$ cat src/rtl/segm2hex_scan.sv
// segm2hex_scan: decodes a scanned active-low 7-segment display back into a 16-bit hex value
module segm2hex_scan #(
  parameter int SETTLE = 4
) (
  input  logic        clk,
  input  logic        rst_n,
  input  logic [6:0]  segm,
  input  logic [3:0]  dig_sel,
  output logic [15:0] value,
  output logic        valid,
  output logic        err,
  output logic [3:0]  digit_err
);
  typedef enum logic [1:0] {S_IDLE, S_SETTLE, S_HOLD} state_t;
  state_t st, st_nx;
  logic [10:0] cur, samp;
  logic [7:0] cnt, cnt_nx;
  logic vsel, chg, cap, done, bad;
  logic [3:0] oh, seen, seen_nx, derr_s, nib;
  logic [1:0] idx;
  logic [3:0][3:0] slot;
  assign cur = {dig_sel, segm};
  assign vsel = $onehot(~dig_sel);
  assign chg = cur != samp;
  assign oh = ~samp[10:7];
  assign idx = {oh[3] | oh[2], oh[3] | oh[1]};
  assign err = |digit_err;
  always_ff @(posedge clk or negedge rst_n) begin
    if (!rst_n) begin
      st <= S_IDLE;
      cnt <= '0;
      samp <= '1;
    end else begin
      st <= st_nx;
      cnt <= cnt_nx;
      samp <= cur;
    end
  end
  // A change of the sampled pair restarts the run whether settling or holding
  always_comb begin
    st_nx = st;
    cnt_nx = cnt;
    if (st == S_IDLE || chg) begin
      st_nx = vsel ? S_SETTLE : S_IDLE;
      cnt_nx = vsel ? 8'd1 : 8'd0;
    end else if (st == S_SETTLE) begin
      st_nx = cap ? S_HOLD : S_SETTLE;
      cnt_nx = cap ? cnt : cnt + 8'd1;
    end
  end
  always_comb begin
    cap = st == S_SETTLE && cnt == 8'(SETTLE);
    nib = 4'h0;
    bad = 1'b0;
    case (samp[6:0])
      7'b1000000: nib = 4'h0;
      7'b1111001: nib = 4'h1;
      7'b0100100: nib = 4'h2;
      7'b0110000: nib = 4'h3;
      7'b0011001: nib = 4'h4;
      7'b0010010: nib = 4'h5;
      7'b0000010: nib = 4'h6;
      7'b1111000: nib = 4'h7;
      7'b0000000: nib = 4'h8;
      7'b0010000: nib = 4'h9;
      7'b0001000: nib = 4'hA;
      7'b0000011: nib = 4'hB;
      7'b1000110: nib = 4'hC;
      7'b0100001: nib = 4'hD;
      7'b0000110: nib = 4'hE;
      7'b0001110: nib = 4'hF;
      default: bad = 1'b1;
    endcase
    // seen clears as the completed scan publishes, so a same-edge capture starts the next scan
    seen_nx = (done ? 4'h0 : seen) | (cap ? oh : 4'h0);
  end
  always_ff @(posedge clk or negedge rst_n) begin
    if (!rst_n) begin
      slot <= '0;
      derr_s <= '0;
      seen <= '0;
      done <= 1'b0;
      value <= '0;
      valid <= 1'b0;
      digit_err <= '0;
    end else begin
      seen <= seen_nx;
      done <= cap && &seen_nx;
      valid <= done;
      if (cap) begin
        slot[idx] <= nib;
        derr_s[idx] <= bad;
      end
      if (done) begin
        value <= slot;
        digit_err <= derr_s;
      end
    end
  end
endmodule

$ cat config.mk
export PLATFORM = sky130hd
export DESIGN_NAME = segm2hex_scan
export DESIGN_NICKNAME = d
export VERILOG_FILES = /design/src/rtl/segm2hex_scan.sv
export SDC_FILE = /design/constraint.sdc
export NUM_CORES = 1
export LEC_CHECK = 0
export BUFFER_PORTS_ARGS = -buffer_cell sky130_fd_sc_hd__buf_2
export CAP_MARGIN = 5
export CORE_ASPECT_RATIO = 1.5
export CORE_UTILIZATION = 40
export CTS_CLUSTER_DIAMETER = 40
export DETAILED_ROUTE_END_ITERATION = 7
export GPL_ROUTABILITY_DRIVEN = 1
export GPL_TIMING_DRIVEN = 0
export PLACE_DENSITY_LB_ADDON = 0.3
export RECOVER_POWER = 100
export SYNTH_ARGS = -nofsm -noshare
export SYNTH_HDL_FRONTEND = slang
export SYNTH_SLANG_ARGS = --single-unit
$ cat constraint.sdc
create_clock -name clk -period 2.7 [get_ports clk]
set_clock_uncertainty 0.1 [all_clocks]
set_input_delay 0.54 -clock clk [delete_from_list [all_inputs] [get_ports clk]]
set_output_delay 0.54 -clock clk [all_outputs]
set_load 0.05 [all_outputs]
Word-level counts from Yosys, hierarchy flattened

Index checks and enable logic that the tools add are counted.

Add/subtract/negate cells: 4
$lt $le $gt $ge: 2
Equal/unequal tests: 20
Mux-type cells: 18
Bitwise logic cells: 5
Reductions and logical operators: 11

Operators with widths:

| operator                                       | count |
|---|---|
| one-hot mux 4 bit (15 select lines)            | 1 |
| == test 7 bit (second input constant)          | 4 |
| 2-to-1 mux 8 bit                               | 3 |
| == test 7 x 5 -> 1 bit (second input constant) | 3 |
| == test 7 x 6 -> 1 bit (second input constant) | 3 |
| bitwise mux 16 bit                             | 1 |
| OR reduction 16 bit                            | 1 |
| == test 7 x 2 -> 1 bit (second input constant) | 2 |
| == test 7 x 4 -> 1 bit (second input constant) | 2 |
| 2-to-1 mux 4 bit                               | 3 |
| inequality test 11 bit                         | 1 |
| adder 8 x 1 -> 8 bit (second input constant)   | 1 |
| demux 4 bit (select 2 bit)                     | 1 |
| == test 8 x 3 -> 1 bit (second input constant) | 1 |
| inverter 4 bit                                 | 2 |
| == test 7 x 3 -> 1 bit (second input constant) | 1 |
| zero test 7 bit                                | 1 |
| 2-to-1 mux 2 bit                               | 3 |
| adder 1 x 1 -> 2 bit                           | 2 |
| bitwise mux 4 bit                              | 1 |
| 2-to-1 mux 1 bit                               | 4 |
| bitwise OR 4 bit                               | 1 |
| AND reduction 4 bit                            | 1 |
| OR reduction 4 bit                             | 1 |
| 13 further kinds                               | 16 |

Register bits after elaboration: 67
Input port bits: 13
Output and inout bits: 22
Word-level logic and storage cells: 73

Longest topological paths before layout

Gate-level depths: netlist (run 1).

Depth in word-level cells: 7
Gate-level depth with buffers: 8
Mapped depth without buffers: 8

Worst setup path before layout (run 1)

No wires, ideal clock.

Kind: input -> register
Start: input port dig_sel[0]
End: register st[0]
Setup time: 0.095 ns
Arrival time: 1.989 ns
Data required time: 2.505 ns
Setup slack: 0.516 ns
Stages: 8
Path buffers: 0
Cell sequence: fa_1 inv_1 ha_1 ha_1 nor2_1 nand2_1 mux2_2 o31ai_1

Longest elaborated chain between the ends: 6
Elaborated cells between the ends (all ways): 9
Those cells by class: add/sub: 2; eq/ne: 2; mux: 2; bitwise: 1; reduce/logical: 2

Ends and longest elaborated chain:

| what                                       | RTL line | text |
|---|---|---|
| start, declared                            | 8        | `input logic [3:0] dig_sel,` |
| inverter 4 bit                             | 23       | `assign vsel = $onehot(~dig_sel);` |
| adder 1 x 1 -> 2 bit (implied by the code) | 23       |  |
| adder 2 x 2 -> 3 bit (implied by the code) | 23       |  |
| == test 3 x 1 -> 1 bit                     | 23       |  |
| 2-to-1 mux 1 bit                           | 44       | `st_nx = vsel ? S_SETTLE : S_IDLE;` |
| 2-to-1 mux 2 bit                           | 43       | `if (st == S_IDLE \|\| chg) begin` |
| end signal, assigned                       | 34       | `st <= st_nx;` |
| end, declared                              | 15       | `state_t st, st_nx;` |

Parallel ways exist; a longest one is shown, timed or not.
A chain may end at the register's enable or synchronous reset.

Worst setup path in the final report (run 1)

Start: register cnt[5]
End: register slot[8] in the netlist's numbering

Longest elaborated chain between the ends: 2

Ends and longest elaborated chain:

| what                          | RTL line | text |
|---|---|---|
| start, declared               | 17       | `logic [7:0] cnt, cnt_nx;` |
| start signal, assigned        | 35       | `cnt <= cnt_nx;` |
| == test 8 x 3 -> 1 bit        | 52       | `cap = st == S_SETTLE && cnt == 8'(SETTLE);` |
| logical AND 1 bit             | 52       |  |
| end signal, assigned by index | 91       | `slot[idx] <= nib;` |
| end, declared                 | 21       | `logic [3:0][3:0] slot;` |

Every way passes these cells.

==> run summary, run 1 <==
Critical Path Fanout Max = 6
final std cells w/o fill = 427
Hold Path Origin = segm[0]
actual slew at the worst max-slew pin = 1.618 ns
status = finished, violations left
layout cells sized above 1 = 23.08%
WL per Instance = 14.80 um
IO Pins = 35
H-tree Lvls = 3
Mapped Area = 3239 um2
most used flip-flop cell after synthesis = dfrtp_1
RSZ-0062 raised after global routing = false
clk_lat worst skew = 0.33 ns
total number of vias = 2236
CTS Hold Bufs = 0
Post-Place Worst Slack = 0.2403 ns
gp weighted congestion = 0.8360
GRT Residual Overflow = 0
CP startpoint kind = register
Seq/Total Area, Yosys = 52.18%
placed cells = 412
Slowest cell on crit path = or4b_1
CTS tree = done
number of synthesized flops with an enable pin = 0
Post-Syn Area per Cell = 11.74 um2
Die ar. = 8469 um2
post-synth top area cell = dfrtp_1
TNS Setup = 0 ns
largest net degree at the start of global routing = 68
Critical Path RT = 2.81 ns
RR Startpoint = cnt[5]
Rel. slew slack = -7.871%
Root Driver = clkbuf_16
Die X = 75.48 um
Max IR drop VDD = 0.3348 mV
Power Density = 610.0 nW/um2
DR pass1 iterations = 4
P_leak = 1.664 nW
async set-reset flop share out of synthesis = 100.0%
critical path class = register to register
MaxCap Viol Count = 1
Ant. Diodes = 0
commonest cells after routing, fill and taps aside = dfrtp_1 (56), clkbuf_1 (43), mux2_2 (43)
# resized after CTS = 0
port bufs = 34
Post-CTS Setup Bufs = 0
Final Hold Vio Count = 0
area grow syn2layout = 15.76%
Antenna Violating Nets Remaining = 0
Max Transition Viols Final = 68
fin nets = 339
Worst-path clk slew = 0.05 ns
Final min period = 2.496 ns
CTS Buf Count = 9
Hold Crit Class = input pin to register
period utilization = 92.43%
GR Util All Layers = 17.00%
first-pass GRT wire length = 10650 um
clock buffer depth = 2
CP peak stage delay = 0.65 ns
critical path arrival = 2.61 ns
total chip power = 2.287 mW
net count after synthesis = 294
top post-synthesis cells by area = dfrtp_1 (43%), mux2_2 (15%), dfstp_2 (8.9%), xor2_1 (3.0%), nand2b_1 (2.5%)
Routed WL = 6318 um
fmax = 400.7 MHz
failing checks = max-capacitance violations, max-slew violations
crit end category = register
Mapped Cells = 276
#FFs+latches synth = 67
worst-path cell chain = or4b_1 -> nor4_4 -> nand2_1 -> nor2_1 -> mux2_2
top-area cell type share of the netlist area = 43.26%
die span in y = 112.2 um
Synth cell types = 52
# rows = 39
residual DRC count = 0
most common cell after layout, fill and taps aside = dfrtp_1
CTS sink cnt = 67
vias in the first global route = 2186
initial antenna violation count = 0
1st-iter DRT viols = 102
via/cell ratio = 5.237
Initial Utilization = 42.02%
slack of the critical path = 0.2045 ns
Worst Setup SP = cnt[5]
post-DP HPWL = 4499 um
core box area = 7710 um2
Final setup viols = 0
total number of yosys warnings = 0
## critical path, delay by kind of cell, from the launching register on
family,cells,cell delay (ns)
simple gates,4,1.46
flops,1,0.43
mux,1,0.39
## report_power, final
part | leakage [nW] | internal [mW] | switching (mW) | total [mW]
clock | 0.141 | 0.687 | 0.396 | 1.08
combinational | 0.629 | 0.0517 | 0.106 | 0.157
sequential | 0.894 | 1.03 | 0.0191 | 1.05
## per-layer routing
| metal | share of wire [%] | global-route usage, % | routed length (um) |
|---|---|---|---|
| met5 | 0 | 0 | 0 |
| met3 | 3.3 | 4.309 | 209 |
| met1 | 43 | 20.65 | 2737 |
| met4 | 2.4 | 8.889 | 151 |
| met2 | 51 | 27.20 | 3219 |
## cell usage after synthesis (4+ instances only)
library cell	number
nor2_1	16
xor2_1	11
o21ai_0	8
nor4_1	8
nor3_1	4
ha_1	4
dfstp_2	11
dfrtp_1	56
inv_1	7
buf_2	4
a31oi_1	5
nand3_1	8
mux2_2	43
nand2b_1	13
clkbuf_1	7
nand2_1	12
a21oi_1	6
a22oi_1	4
## final cells by class
class / count / area, um2
Clock buffer: 13 / 270.3
Multi-Input combinational cell: 188 / 1438
Sequential cell: 67 / 1690
Inverter: 7 / 26.28
Clock inverter: 2 / 10.01
Tap cell: 102 / 127.6
Buffer: 14 / 58.81
Fill cell: 769 / 3960
Timing Repair Buffer: 34 / 128.9
## cells by family after synthesis
family          Yosys count  synth area share, %
compound gates           36                7.417
xor+xnor                 11                2.974
fa+ha+maj                 5                2.163
buf+inv                  21                2.820
flops                    67                52.18
mux                      45                15.57
simple gates             91                16.88
## per-stage QoR
step	hold slack [ns]	cell area [um2]	utilization [%]
detailed placement	0.3739	3540	45.91
global placement	0.3657	3537	45.88
CTS	0.2162	3820	49.55
floorplan	0.1444	3239	-
global route	0.2115	3750	48.64
finish	0.2204	3750	48.64
## path summary, 6_finish.rpt
check                               endpoint  slack [ns]  cells past startpoint
worst min register to register         valid        0.39                      0
worst min-delay path                 samp[0]        0.22                      1
min in group asynchronous             cnt[1]        0.50                      1
worst max register to register       slot[8]        0.20                      5
max in group asynchronous       digit_err[0]        1.01                      1
worst max-delay path                 slot[8]        0.20                      5
## registers in the layout (all words and copies together), names as in the netlist
name	count
seen	4
value	16
derr_s	4
done	1
valid	1
slot	16
samp	11
cnt	8
st	2
digit_err	4
No activity file was read; power rests on OpenSTA's default activity.
==> inputs of run 2 (changes only) <==
--- a/config.mk
+++ b/config.mk
@@ -14,7 +14,6 @@
 export GPL_ROUTABILITY_DRIVEN = 1
 export GPL_TIMING_DRIVEN = 0
 export PLACE_DENSITY_LB_ADDON = 0.3
-export RECOVER_POWER = 100
 export SYNTH_ARGS = -nofsm -noshare
 export SYNTH_HDL_FRONTEND = slang
 export SYNTH_SLANG_ARGS = --single-unit
==> run summary, run 2 (synthesized netlist as in run 1, its figures left out) <==
CTS tree = done
layout cells sized above 1 = 35.38%
DR pass1 iterations = 4
# rows = 39
first-pass GRT wire length = 10650 um
Max Transition Viols Final = 0
Rel. slew slack = 42.27%
largest net degree at the start of global routing = 68
GR Util All Layers = 17.00%
MaxCap Viol Count = 0
H-tree Lvls = 3
port bufs = 34
Root Driver = clkbuf_16
P_leak = 1.800 nW
commonest cells after routing, fill and taps aside = dfrtp_1 (56), mux2_2 (43), buf_2 (37)
total number of vias = 2258
via/cell ratio = 5.288
core box area = 7710 um2
period utilization = 89.90%
Post-CTS Setup Bufs = 0
clock buffer depth = 2
clk_lat worst skew = 0.33 ns
Final setup viols = 0
CTS sink cnt = 67
crit end category = register
total chip power = 2.292 mW
Hold Crit Class = input pin to async pin
CP startpoint kind = register
multi-input logic area = 1458 um2
TNS Setup = 0 ns
RR Startpoint = samp[2]
most common cell after layout, fill and taps aside = dfrtp_1
register area = 1690 um2
1st-iter DRT viols = 101
Critical Path Fanout Max = 10
reg-to-reg endpoint = slot[6]
CTS Buf Count = 9
fin nets = 339
fmax = 412.0 MHz
status = completed
Die ar. = 8469 um2
Initial Utilization = 42.02%
Die X = 75.48 um
critical path class = register to register
initial antenna violation count = 0
residual DRC count = 0
post-DP HPWL = 4499 um
Routed WL = 6280 um
Largest regs = slot x16, value x16, samp x11
area grow syn2layout = 17.92%
GRT Residual Overflow = 0
Ant. Diodes = 0
placed cells = 412
Final Hold Vio Count = 0
Critical Path RT = 2.81 ns
critical path arrival = 2.54 ns
die span in y = 112.2 um
Max IR drop VDD = 0.3354 mV
actual slew at the worst max-slew pin = 0.8547 ns
gp weighted congestion = 0.8360
WL per Instance = 14.71 um
IO Pins = 35
vias in the first global route = 2186
Worst-path clk slew = 0.05 ns
Filler Cell Count = 755
Antenna Violating Nets Remaining = 0
Reg2Reg Setup Slack = 0.27 ns
Final min period = 2.427 ns
Power Density = 600.0 nW/um2
final std cells w/o fill = 427
r2r worst-path depth = 6
RSZ-0062 raised after global routing = false
run 2: routing by layer:
metal	part of all wire, %	wire (um)	global-route usage (%)
met3	3.4	214	4.309
met4	2.4	151	8.889
met1	43	2691	20.65
met2	51	3222	27.20
met5	0	0	0
run 2: timing repair:
action	4_1_cts	5_1_grt
endpoints found under the setup margin	0	3
resized for setup	0	1
hold buffers	0	0
run 2: how the worst max path moves through the flow:
stage	startpoint	to	slack [ns]	depth (start not counted)
6_report	samp[2]	slot[6]	0.27	6
5_1_grt	samp[2]	slot[14]	0.13	6
4_1_cts	samp[2]	slot[5]	0.22	6
3_5_place_dp	samp[2]	slot[5]	0.24	6
3_3_place_gp	samp[2]	slot[5]	0.24	6
2_1_floorplan	dig_sel[0]	st[0]	0.52	8
run 2: cell type report:
| class | instances | area share, % |
|---|---|---|
| Sequential cell | 67 | 44.25 |
| Clock inverter | 2 | 0.2620 |
| Inverter | 7 | 0.6878 |
| Tap cell | 102 | 3.341 |
| Multi-Input combinational cell | 188 | 38.16 |
| Timing Repair Buffer | 34 | 4.520 |
| Clock buffer | 13 | 7.075 |
| Buffer | 14 | 1.703 |
run 2: power breakdown:
part	switching, mW	internal (mW)	total [mW]	leakage [nW]
Clock	0.396	0.687	1.08	0.141
Sequential	0.0198	1.03	1.05	0.896
Combinational	0.106	0.0546	0.161	0.763
Total	0.521	1.77	2.29	1.80
run 2: worst max-delay path, cell delays in order (launching register included):
cell       delay [ns]
dfstp_2          0.53
clkbuf_1         0.36
inv_1            0.12
o2111ai_1        0.13
nand3_1          0.12
or4_1            0.64
mux2_2           0.30
run 2: per-stage QoR:
stage / hold WS (ns) / instance area [um2] / util (%) / setup WS [ns]
floorplan: 0.1444 / 3239 / - / 0.5157
global placement: 0.3657 / 3537 / 45.88 / 0.2421
detailed placement: 0.3739 / 3540 / 45.91 / 0.2403
CTS: 0.2162 / 3820 / 49.55 / 0.2160
global route: 0.2176 / 3820 / 49.55 / 0.1257
finish: 0.1931 / 3820 / 49.55 / 0.2727
